## config.mk

```make
export PLATFORM = sky130hd
export DESIGN_NAME = frame_buf_scheduler
export DESIGN_NICKNAME = d
export VERILOG_FILES = /design/src/rtl/frame_buf_scheduler.sv
export SDC_FILE = /design/constraint.sdc
export NUM_CORES = 1
export LEC_CHECK = 0
export BUFFER_PORTS_ARGS = -buffer_cell sky130_fd_sc_hd__buf_2
export CAP_MARGIN = 20
export CORE_AREA = 2 2 130 132
export DETAILED_ROUTE_END_ITERATION = 8
export DIE_AREA = 0 0 132 134
export GPL_ROUTABILITY_DRIVEN = 0
export PLACE_DENSITY = 0.64
export SETUP_SLACK_MARGIN = 0.4
export SLEW_MARGIN = 0
export SYNTH_ARGS = -nofsm -noshare
export SYNTH_HDL_FRONTEND = slang
export SYNTH_SLANG_ARGS = --single-unit
```

## constraint.sdc

```tcl
create_clock -name aclk -period 2.35 [get_ports aclk]
set_clock_uncertainty 0.1 [all_clocks]
set_input_delay 0.235 -clock aclk [delete_from_list [all_inputs] [get_ports aclk]]
set_output_delay 0.235 -clock aclk [all_outputs]
set_load 0.05 [all_outputs]
```

## src/rtl/frame_buf_scheduler.sv

```systemverilog
// rtl/frame_buf_scheduler.sv - triple-buffer frame scheduler granting writer and reader slots
module frame_buf_scheduler (
  input  logic        aclk,
  input  logic        areset,
  input  logic        ctrl_enable,
  input  logic        ctrl_soft_reset,
  input  logic [31:0] buf_addr0,
  input  logic [31:0] buf_addr1,
  input  logic [31:0] buf_addr2,
  input  logic        wr_start,
  input  logic        wr_done,
  output logic        wr_grant,
  output logic [31:0] wr_addr,
  output logic [1:0]  wr_idx,
  input  logic        rd_req,
  input  logic        rd_done,
  output logic        rd_grant,
  output logic [31:0] rd_addr,
  output logic [1:0]  rd_idx,
  output logic [1:0]  buf_idx,
  output logic [15:0] frame_cnt,
  output logic [15:0] drop_cnt,
  output logic        evt_frame_done,
  output logic        evt_error
);

  typedef enum logic {W_IDLE, W_ACTIVE} wr_state_t;
  typedef enum logic {R_IDLE, R_ACTIVE} rd_state_t;

  wr_state_t  wr_state, wr_state_nxt;
  rd_state_t  rd_state, rd_state_nxt;

  // W, L and R always hold a permutation of {0,1,2}
  logic [1:0] w_slot, l_slot, r_slot;
  logic       l_valid;

  logic        clr;
  logic        wr_go, wr_fin, rd_want, rd_go, drop_inc, err;
  logic [31:0] w_addr_sel, l_addr_sel;

  assign clr = areset | ctrl_soft_reset;

  // base address of the writer slot and of the latest slot
  always_comb begin
    w_addr_sel = 32'h0;
    l_addr_sel = 32'h0;
    case (w_slot)
      2'd0:    w_addr_sel = buf_addr0;
      2'd1:    w_addr_sel = buf_addr1;
      2'd2:    w_addr_sel = buf_addr2;
      default: w_addr_sel = 32'h0;
    endcase
    case (l_slot)
      2'd0:    l_addr_sel = buf_addr0;
      2'd1:    l_addr_sel = buf_addr1;
      2'd2:    l_addr_sel = buf_addr2;
      default: l_addr_sel = 32'h0;
    endcase
  end

  // next state and per-cycle actions; a finishing write defers a read grant by one cycle
  always_comb begin
    wr_state_nxt = wr_state;
    rd_state_nxt = rd_state;
    wr_go        = 1'b0;
    wr_fin       = 1'b0;
    rd_go        = 1'b0;
    rd_want      = (rd_state == R_IDLE) && rd_req && l_valid && ctrl_enable;
    case (wr_state)
      W_IDLE: begin
        if (wr_start && ctrl_enable) begin
          wr_go        = 1'b1;
          wr_state_nxt = W_ACTIVE;
        end
      end
      W_ACTIVE: begin
        if (wr_done) begin
          wr_fin       = 1'b1;
          wr_state_nxt = W_IDLE;
        end
      end
      default: wr_state_nxt = W_IDLE;
    endcase
    case (rd_state)
      R_IDLE: begin
        if (rd_want && !wr_fin) begin
          rd_go        = 1'b1;
          rd_state_nxt = R_ACTIVE;
        end
      end
      R_ACTIVE: begin
        if (rd_done) rd_state_nxt = R_IDLE;
      end
      default: rd_state_nxt = R_IDLE;
    endcase
    // an overwrite that a waiting reader is about to pick up is not a drop
    drop_inc = wr_fin && l_valid && !rd_want;
    err      = (wr_done && (wr_state == W_IDLE)) || (rd_done && (rd_state == R_IDLE));
  end

  // FSM state registers
  always_ff @(posedge aclk) begin
    if (clr) begin
      wr_state <= W_IDLE;
      rd_state <= R_IDLE;
    end else begin
      wr_state <= wr_state_nxt;
      rd_state <= rd_state_nxt;
    end
  end

  // slot rotation, latched grant addresses, counters and event pulses
  always_ff @(posedge aclk) begin
    if (clr) begin
      w_slot         <= 2'd0;
      l_slot         <= 2'd1;
      r_slot         <= 2'd2;
      l_valid        <= 1'b0;
      wr_grant       <= 1'b0;
      wr_addr        <= 32'h0;
      wr_idx         <= 2'd0;
      rd_grant       <= 1'b0;
      rd_addr        <= 32'h0;
      rd_idx         <= 2'd2;
      buf_idx        <= 2'd0;
      frame_cnt      <= 16'h0;
      drop_cnt       <= 16'h0;
      evt_frame_done <= 1'b0;
      evt_error      <= 1'b0;
    end else begin
      wr_grant       <= wr_go;
      rd_grant       <= rd_go;
      evt_frame_done <= wr_fin;
      evt_error      <= err;
      if (wr_go) begin
        wr_addr <= w_addr_sel;
        wr_idx  <= w_slot;
      end
      if (wr_fin) begin
        w_slot    <= l_slot;
        l_slot    <= w_slot;
        l_valid   <= 1'b1;
        buf_idx   <= w_slot;
        frame_cnt <= frame_cnt + 16'd1;
        if (drop_inc && (drop_cnt != 16'hFFFF)) drop_cnt <= drop_cnt + 16'd1;
      end
      if (rd_go) begin
        r_slot  <= l_slot;
        l_slot  <= r_slot;
        l_valid <= 1'b0;
        rd_addr <= l_addr_sel;
        rd_idx  <= l_slot;
      end
    end
  end

endmodule

```

==> results of run 1 <==
==> kinds of logic after synthesis <==
family          after synthesis
fa+ha+maj                     2
buf+inv                      62
flops                       113
mux                          70
compound gates              148
xor+xnor                     10
simple gates                285
==> layer usage <==
layer / track usage (%) / up-vias / share of wire, %
met5: 0 / - / 0
met4: 6.40 / 0 / 1.6
met3: 6.46 / 21 / 7.2
met2: 34.1 / 191 / 47
met1: 25.3 / 2708 / 44
li1: - / 2875 / -
==> critical path, cell delays in order, from the launching register on <==
cell and delay, ps:
dfxtp_2 330, and3b_2 260, or4_4 460, or4_1 510, a21oi_1 140
==> power by group through the flow <==
| stage | Clock (mW) | Combinational, mW | Sequential [mW] |
|---|---|---|---|
| finish | 2.22 | 0.442 | 1.94 |
| global route | 2.36 | 0.484 | 1.94 |
| CTS | 2.27 | 0.444 | 1.94 |
| detailed placement | 0 | 0.443 | 1.98 |
| global placement | 0 | 0.439 | 1.98 |
| floorplan | 0 | 0.178 | 2.06 |
==> flip-flops by register name (all words and copies together) (netlist names), 2 cells and up <==
signal	count
wr_idx	2
buf_idx	2
r_slot	2
l_slot	2
rd_addr	32
wr_addr	32
drop_cnt	16
frame_cnt	16
w_slot	2
==> area by class of cell <==
| type | instances | share of cell area (%) |
|---|---|---|
| Multi-Input combinational cell | 515 | 41.8 |
| Clock inverter | 7 | 0.518 |
| Clock buffer | 22 | 6.20 |
| Inverter | 5 | 0.251 |
| Tap cell | 220 | 3.68 |
| Sequential cell | 113 | 30.8 |
| Timing Repair Buffer | 230 | 16.8 |
==> synth_stat cells, types with 7 or more instances <==
master / n / area, um2
nor4_1: 7 / 43.8
a211oi_1: 66 / 495
or4_1: 11 / 82.6
nor2_1: 150 / 563
clkbuf_1: 38 / 143
nor3_1: 36 / 180
nand2_1: 35 / 131
dfxtp_1: 113 / 2260
nand4_1: 9 / 56.3
o31ai_1: 11 / 82.6
a21oi_1: 57 / 285
mux2i_1: 69 / 691
buf_1: 13 / 48.8
nand3_1: 13 / 65.1
==> worst min path at each step <==
stage	end	slack [ps]
after floorplan	r_slot[1]	310
after global placement	buf_idx[1]	340
after detailed placement	buf_idx[0]	350
after CTS	wr_addr[14]	10
after global routing	drop_cnt[13]	30
final	wr_addr[14]	30
==> timing repair <==
item                                    4_1_cts  5_1_grt
buffers inserted                              0        1
resized for setup                             1        7
pin swaps                                     0        3
endpoints found under the setup margin        1       28
==> placed cells by master, fill, tap and decap left out, types with 11 or more instances in the layout <==
| cell | count |
|---|---|
| buf_4 | 17 |
| nor3_1 | 36 |
| clkbuf_16 | 17 |
| dfxtp_1 | 95 |
| or4_1 | 11 |
| mux2i_1 | 69 |
| a211oi_1 | 66 |
| o31ai_1 | 11 |
| a21oi_1 | 57 |
| nand3_1 | 12 |
| nand2_1 | 34 |
| dfxtp_2 | 11 |
| buf_2 | 209 |
| nor2_1 | 148 |
==> per-stage QoR <==
stage          utilization, %  instances  cell area (um2)
2_1_floorplan               -        690             5630
3_3_place_gp             42.7       1082             6950
3_5_place_dp             42.7       1082             6950
4_1_cts                  45.8       1111             7460
5_1_grt                  45.9       1112             7480
6_report                 45.9       1112             7480
==> summary.txt, run 1 <==
Timing
  – Setup violators final: 0
  – Hold Slack: 26.5 ps
  – Final period utilization: 79.7%
  – Slew headroom: around two fifths
  – Final hold viol count: 0
  – Max Fclk: between 0.5 and 0.6 GHz
  – Post-route setup slack: ~480 ps
  – RSZ-0062 raised after global routing: false
  – Final setup TNS: 0 ps
  – Slew @ Worst Pin: roughly 870 ps
  – Max Transition Viols Final: 0
  – Final Critical Period: about 1900 ps

Clocking
  – Hold buffers post-CTS: 0
  – Cell chosen for the clock root: clkbuf_16
  – Bufs on Longest Clock Path: 2
  – Clock Latency Late Sink: 400 ps
  – CTS buffer count: 17
  – Reg clk slew, reported paths: approximately 50 ps
  – CTS tree: yes
  – H-Tree Depth: 4
  – Clock sinks: approximately 110

Layout
  – Antenna diode count: 0
  – FF/Latch Area: 2300 um2
  – Final nets: approximately 990
  – Layout cells sized above 1: 32.5%
  – P&R area growth vs syn: 34.1%
  – Area of the multi-input gates: 3130 um2
  – Number of fill cells: 1,672

Power
  – Power consumption: 4.60 mW
  – Switching Fraction: roughly a quarter
  – Logic pwr share: 9.6%
  – Power Dens Cells: approximately 620 nW/um2
  – Net Sw Power: roughly 1.1 mW
  – P_int: roughly 3.5 mW
  – Clock network fraction of design power: approximately 48%
  – Leakage: ~3.3 nW
  – VDD IR-drop max: slightly below 0.5 mV
  – Reg power frac: 42.2%

Floorplanning
  – Die ar.: about 18,000 um2
  – Initial Util: 34.2%
  – Top Ports: 210
  – Core area: 16,300 um2
  – Die extent in x: approximately 130 um
  – Die height: roughly 130 um
  – Std-Cell Rows: 47

Synth
  – Mapped Cells: 690
  – Netlist Area Pre-Place: 5580 um2
  – Main combinational cell family by area after synthesis: simple AND/OR/NAND/NOR gates
  – Simple-gate share of the synthesized area: 23.2%
  – Synth Area in XOR/XNOR: about 1.6%
  – Post-synthesis mux area share: roughly an eighth
  – Synth Area in Compound Gates: 17.2%
  – Number of synthesized flops with an enable pin: 0
  – Library cells used by synthesis: 41
  – Yosys warnings: 0
  – Post-synthesis sequential area ratio: roughly 41%
  – Syn avg cell area: 8.09 um2
  – Top FF cell, synth: dfxtp_1
  – Asr flop ratio synth: 0%
  – Synth Area in Adders: less than 1%
  – Syn_nets: 796
  – Yosys reg bits: 113

Worst setup path
  – Critical Path RT: 2570 ps
  – Crit Path Class: reg2reg
  – Worst setup endpoint: drop_cnt[9]
  – CP Data Arrival Time: around 2100 ps
  – Max Fanout on Critical Path: 7
  – CP Launch Type: register
  – Worst-case reg-to-reg path depth: 4
  – Worst setup path start: rd_state
  – Worst r2r dst: drop_cnt[9]
  – Type of element capturing the critical path: register
  – FF-to-FF Start: rd_state
  – R2R Setup Slk: 480 ps

Route
  – Routed WL: 18,100 um
  – Routed len/inst: ~16 um
  – Vias per cell: approximately 5.2
  – Router iterations before antenna repair: 4
  – Vias: between 5,000 and 6,000
  – DR DRC count: 0
  – Antenna Nets Post-Route: 0
  – DR iter-0 viols: 202

Outcome
  – Outcome: finished, final reports clean

Worst hold path
  – HP Class: in2reg
  – Hold Startpoint: buf_addr1[14]
  – Worst Hold Path Cells: 3

Flow run
  – Max-Cap Viols: 0

Placement
  – Pre-CTS setup slack: approximately 340 ps
  – Half-perimeter wire length after placement: 12,600 um
  – Port Buf Inserts: about 210

GRT
  – Largest net degree at the start of global routing: 44
  – First-pass GRT wire length: ~29,000 um
  – Vias in the first global route: around 5,500
  – Congestion Overflow GR: 0
  – Initial antenna violation count: 0
  – GRT Util Overall: 20.5%
Note: power is estimated with default switching activity, not from simulation.
==> run 2: changes to the inputs <==
--- a/config.mk
+++ b/config.mk
@@ -5,11 +5,12 @@
 export SDC_FILE = /design/constraint.sdc
 export NUM_CORES = 1
 export LEC_CHECK = 0
+export ABC_AREA = 1
 export BUFFER_PORTS_ARGS = -buffer_cell sky130_fd_sc_hd__buf_2
 export CAP_MARGIN = 20
-export CORE_AREA = 2 2 130 132
+export CORE_AREA = 2 2 129 131
 export DETAILED_ROUTE_END_ITERATION = 8
-export DIE_AREA = 0 0 132 134
+export DIE_AREA = 0 0 131 133
 export GPL_ROUTABILITY_DRIVEN = 0
 export PLACE_DENSITY = 0.64
 export SETUP_SLACK_MARGIN = 0.4
==> constraint.sdc (replaced) <==
create_clock -name aclk -period 1.8 [get_ports aclk]
set_clock_uncertainty 0.1 [all_clocks]
set_input_delay 0.18 -clock aclk [delete_from_list [all_inputs] [get_ports aclk]]
set_output_delay 0.18 -clock aclk [all_outputs]
set_load 0.05 [all_outputs]
==> run 2 against run 1 <==
- area after synthesis down 1.6%
- sequential power up 29%
- flip-flop and latch count is the same
- first-iteration DRC count increased by 57%
- count of clock-buffer cells in the layout rose by 1
- global-route usage up 2.4 points
- synthesized cell count increased by 25%
- total power up 41%
- critical path depth increased by 3
- highest routed layer unchanged
==> summary.txt, run 2 <==
Outcome
  – Outcome: finished, final reports clean

Worst hold path
  – HP Class: in2reg

Timing
  – Max Transition Viols Final: 0
  – Max Fclk: 0.663 GHz
  – RSZ-0062 raised after global routing: true
  – Final setup TNS: 0 ps
  – Slew @ Worst Pin: between 300 and 400 ps
  – Setup violators final: 0
  – Slew headroom: 78.2%
  – Final hold viol count: 0
  – Final Critical Period: 1510 ps
  – Final period utilization: a little over four fifths

Power
  – Power consumption: around 6.5 mW
  – Leakage: ~4.4 nW
  – Power Dens Cells: approximately 690 nW/um2
  – VDD IR-drop max: 0.597 mV

Floorplanning
  – Die extent in x: approximately 130 um
  – Die height: between 100 and 150 um
  – Die ar.: 17,400 um2
  – Top Ports: 210
  – Std-Cell Rows: 47
  – Initial Util: between 30% and 40%
  – Core area: ~16,000 um2

Route
  – DR iter-0 viols: between 300 and 400
  – Routed len/inst: approximately 16 um
  – Vias: about 6,800
  – Routed WL: ~22,000 um
  – DR DRC count: 0
  – Vias per cell: 4.97
  – Router iterations before antenna repair: 5
  – Antenna Nets Post-Route: 0

Synth
  – Synth area leaders: dfxtp_1, nand2_1, a21oi_1
  – Syn_nets: approximately 970
  – Top FF cell, synth: dfxtp_1
  – Asr flop ratio synth: 0%
  – Syn avg cell area: between 6 and 7 um2
  – Number of synthesized flops with an enable pin: 0
  – Yosys warnings: 0
  – Post-synthesis sequential area ratio: 41.2%
  – Cell taking the most area after synthesis: dfxtp_1
  – Most frequent cell after synthesis: nand2_1
  – Mapped Cells: 862
  – Netlist Area Pre-Place: about 5500 um2
  – Yosys reg bits: 113
  – Library cells used by synthesis: 31
  – Post-synth top cells: nand2_1, dfxtp_1, a21oi_1, nor2_1, nand3_1
  – Area share of the largest cell type after synthesis: 41.2%

Clocking
  – H-Tree Depth: 4
  – CTS tree: yes
  – Clock sinks: between 100 and 150
  – Bufs on Longest Clock Path: 2
  – CTS buffer count: 17
  – Reg clk slew, reported paths: around 60 ps
  – Clock Latency Late Sink: approximately 400 ps
  – Cell chosen for the clock root: clkbuf_16

Layout
  – P&R area growth vs syn: 70.3%
  – Final nets: 1,246
  – Antenna diode count: 0
  – Layout cells sized above 1: around 46%
  – Biggest regs: rd_addr (32), wr_addr (32)
  – Most common cell after layout, fill and taps aside: nand2_1
  – Most frequent cells in the layout: nand2_1, buf_2, dfxtp_1

GRT
  – Congestion Overflow GR: 0
  – Vias in the first global route: just over 6,000
  – First-pass GRT wire length: 31,000 um
  – GRT Util Overall: 22.9%
  – Largest net degree at the start of global routing: 56
  – Initial antenna violation count: 0

Worst setup path
  – R2R Setup Slk: a little under 300 ps
  – CP Data Arrival Time: between 1500 and 2000 ps
  – Type of element capturing the critical path: register
  – Critical Path RT: 2050 ps
  – CP Launch Type: register
  – Max Fanout on Critical Path: 8
  – Crit Path Class: reg2reg

Placement
  – Port Buf Inserts: roughly 210
  – Half-perimeter wire length after placement: 12,600 um

Flow run
  – Max-Cap Viols: 0
[run 2: changes by cell type after synthesis, sizes merged, moves of 10 or more]
cell    before  now
a21oi       57   88
o31ai       11    1
a211oi      66    2
o21ai        5   46
nor2       150   64
nor3        36    5
clkbuf      38   27
mux2i       69    0
or4         12    0
nand3       13   47
nand2       35  382
inv          5   46
[run 2: cell families (layout without fill, tap and decap cells)]
| group | after synthesis | in the layout | synth area share (%) |
|---|---|---|---|
| AO/OA/AOI/OAI | 143 | 143 | 13.5 |
| XOR/XNOR | 6 | 6 | 0.957 |
| adder cells (fa/ha/maj) | 2 | 2 | 0.456 |
| buffers and inverters | 87 | 378 | 6.41 |
| flip-flops | 113 | 113 | 41.2 |
| AND/OR/NAND/NOR | 511 | 511 | 37.5 |
[run 2: cell type report]
type,count,area (um2)
clock inverter,9,75.1
tap,220,275
multi-input combinational,662,3780
timing repair buffer,299,2160
clock buffer,23,509
inverter,47,186
sequential,113,2360
fill,1497,6820
[run 2: final timing paths]
check / start / cells after the start / to
setup / recovery: w_slot[1] / 7 / wr_addr[18]
hold reg to reg: rd_addr[21] / 2 / rd_addr[21]
setup reg to reg: w_slot[1] / 7 / wr_addr[18]
hold / removal: buf_addr1[10] / 5 / rd_addr[10]
[run 2: report_power, final]
group | total, mW | leakage, nW | switching (mW) | internal [mW]
Combinational | 0.684 | 3.16 | 0.406 | 0.278
Clock | 3.30 | 0.295 | 1.19 | 2.11
Sequential | 2.51 | 0.935 | 0.0122 | 2.49
Total | 6.49 | 4.39 | 1.61 | 4.88
[run 2: routing by layer]
layer  track usage (%)  vias up  wire, um
li1                  -     3327         -
met5                 0        -         0
met3              7.40       41      1890
met1              27.0     3142      8830
met2              38.8      310     10700
met4              7.80        0       614
[run 2: critical path, cell delays in order (launching register included)]
cell and delay, ps:
dfxtp_4 360, buf_6 120, nor2_4 250, clkbuf_16 240, nand2_1 80, nand3_2 90, nand2_2 60, a21oi_2 130
[run 2: what timing repair did]
action | in CTS | in global routing
setup endpoints to repair | 63 | 91
buffers inserted | 11 | 14
resized for setup | 38 | 235
hold endpoints to repair | 35 | 0
cloned | 2 | 10
pin swaps | 4 | 68
hold buffers | 36 | 0
[run 2: metrics by stage]
stage	utilization [%]	setup WS, ps	hold slack [ps]	instances	cell area, um2
floorplan	-	314	183	862	5620
global placement	43.4	230	309	1268	7010
detailed placement	43.4	200	299	1268	7010
CTS	50.9	341	7.36	1349	8230
global route	57.8	223	27.2	1373	9350
finish	57.8	292	24.3	1373	9350
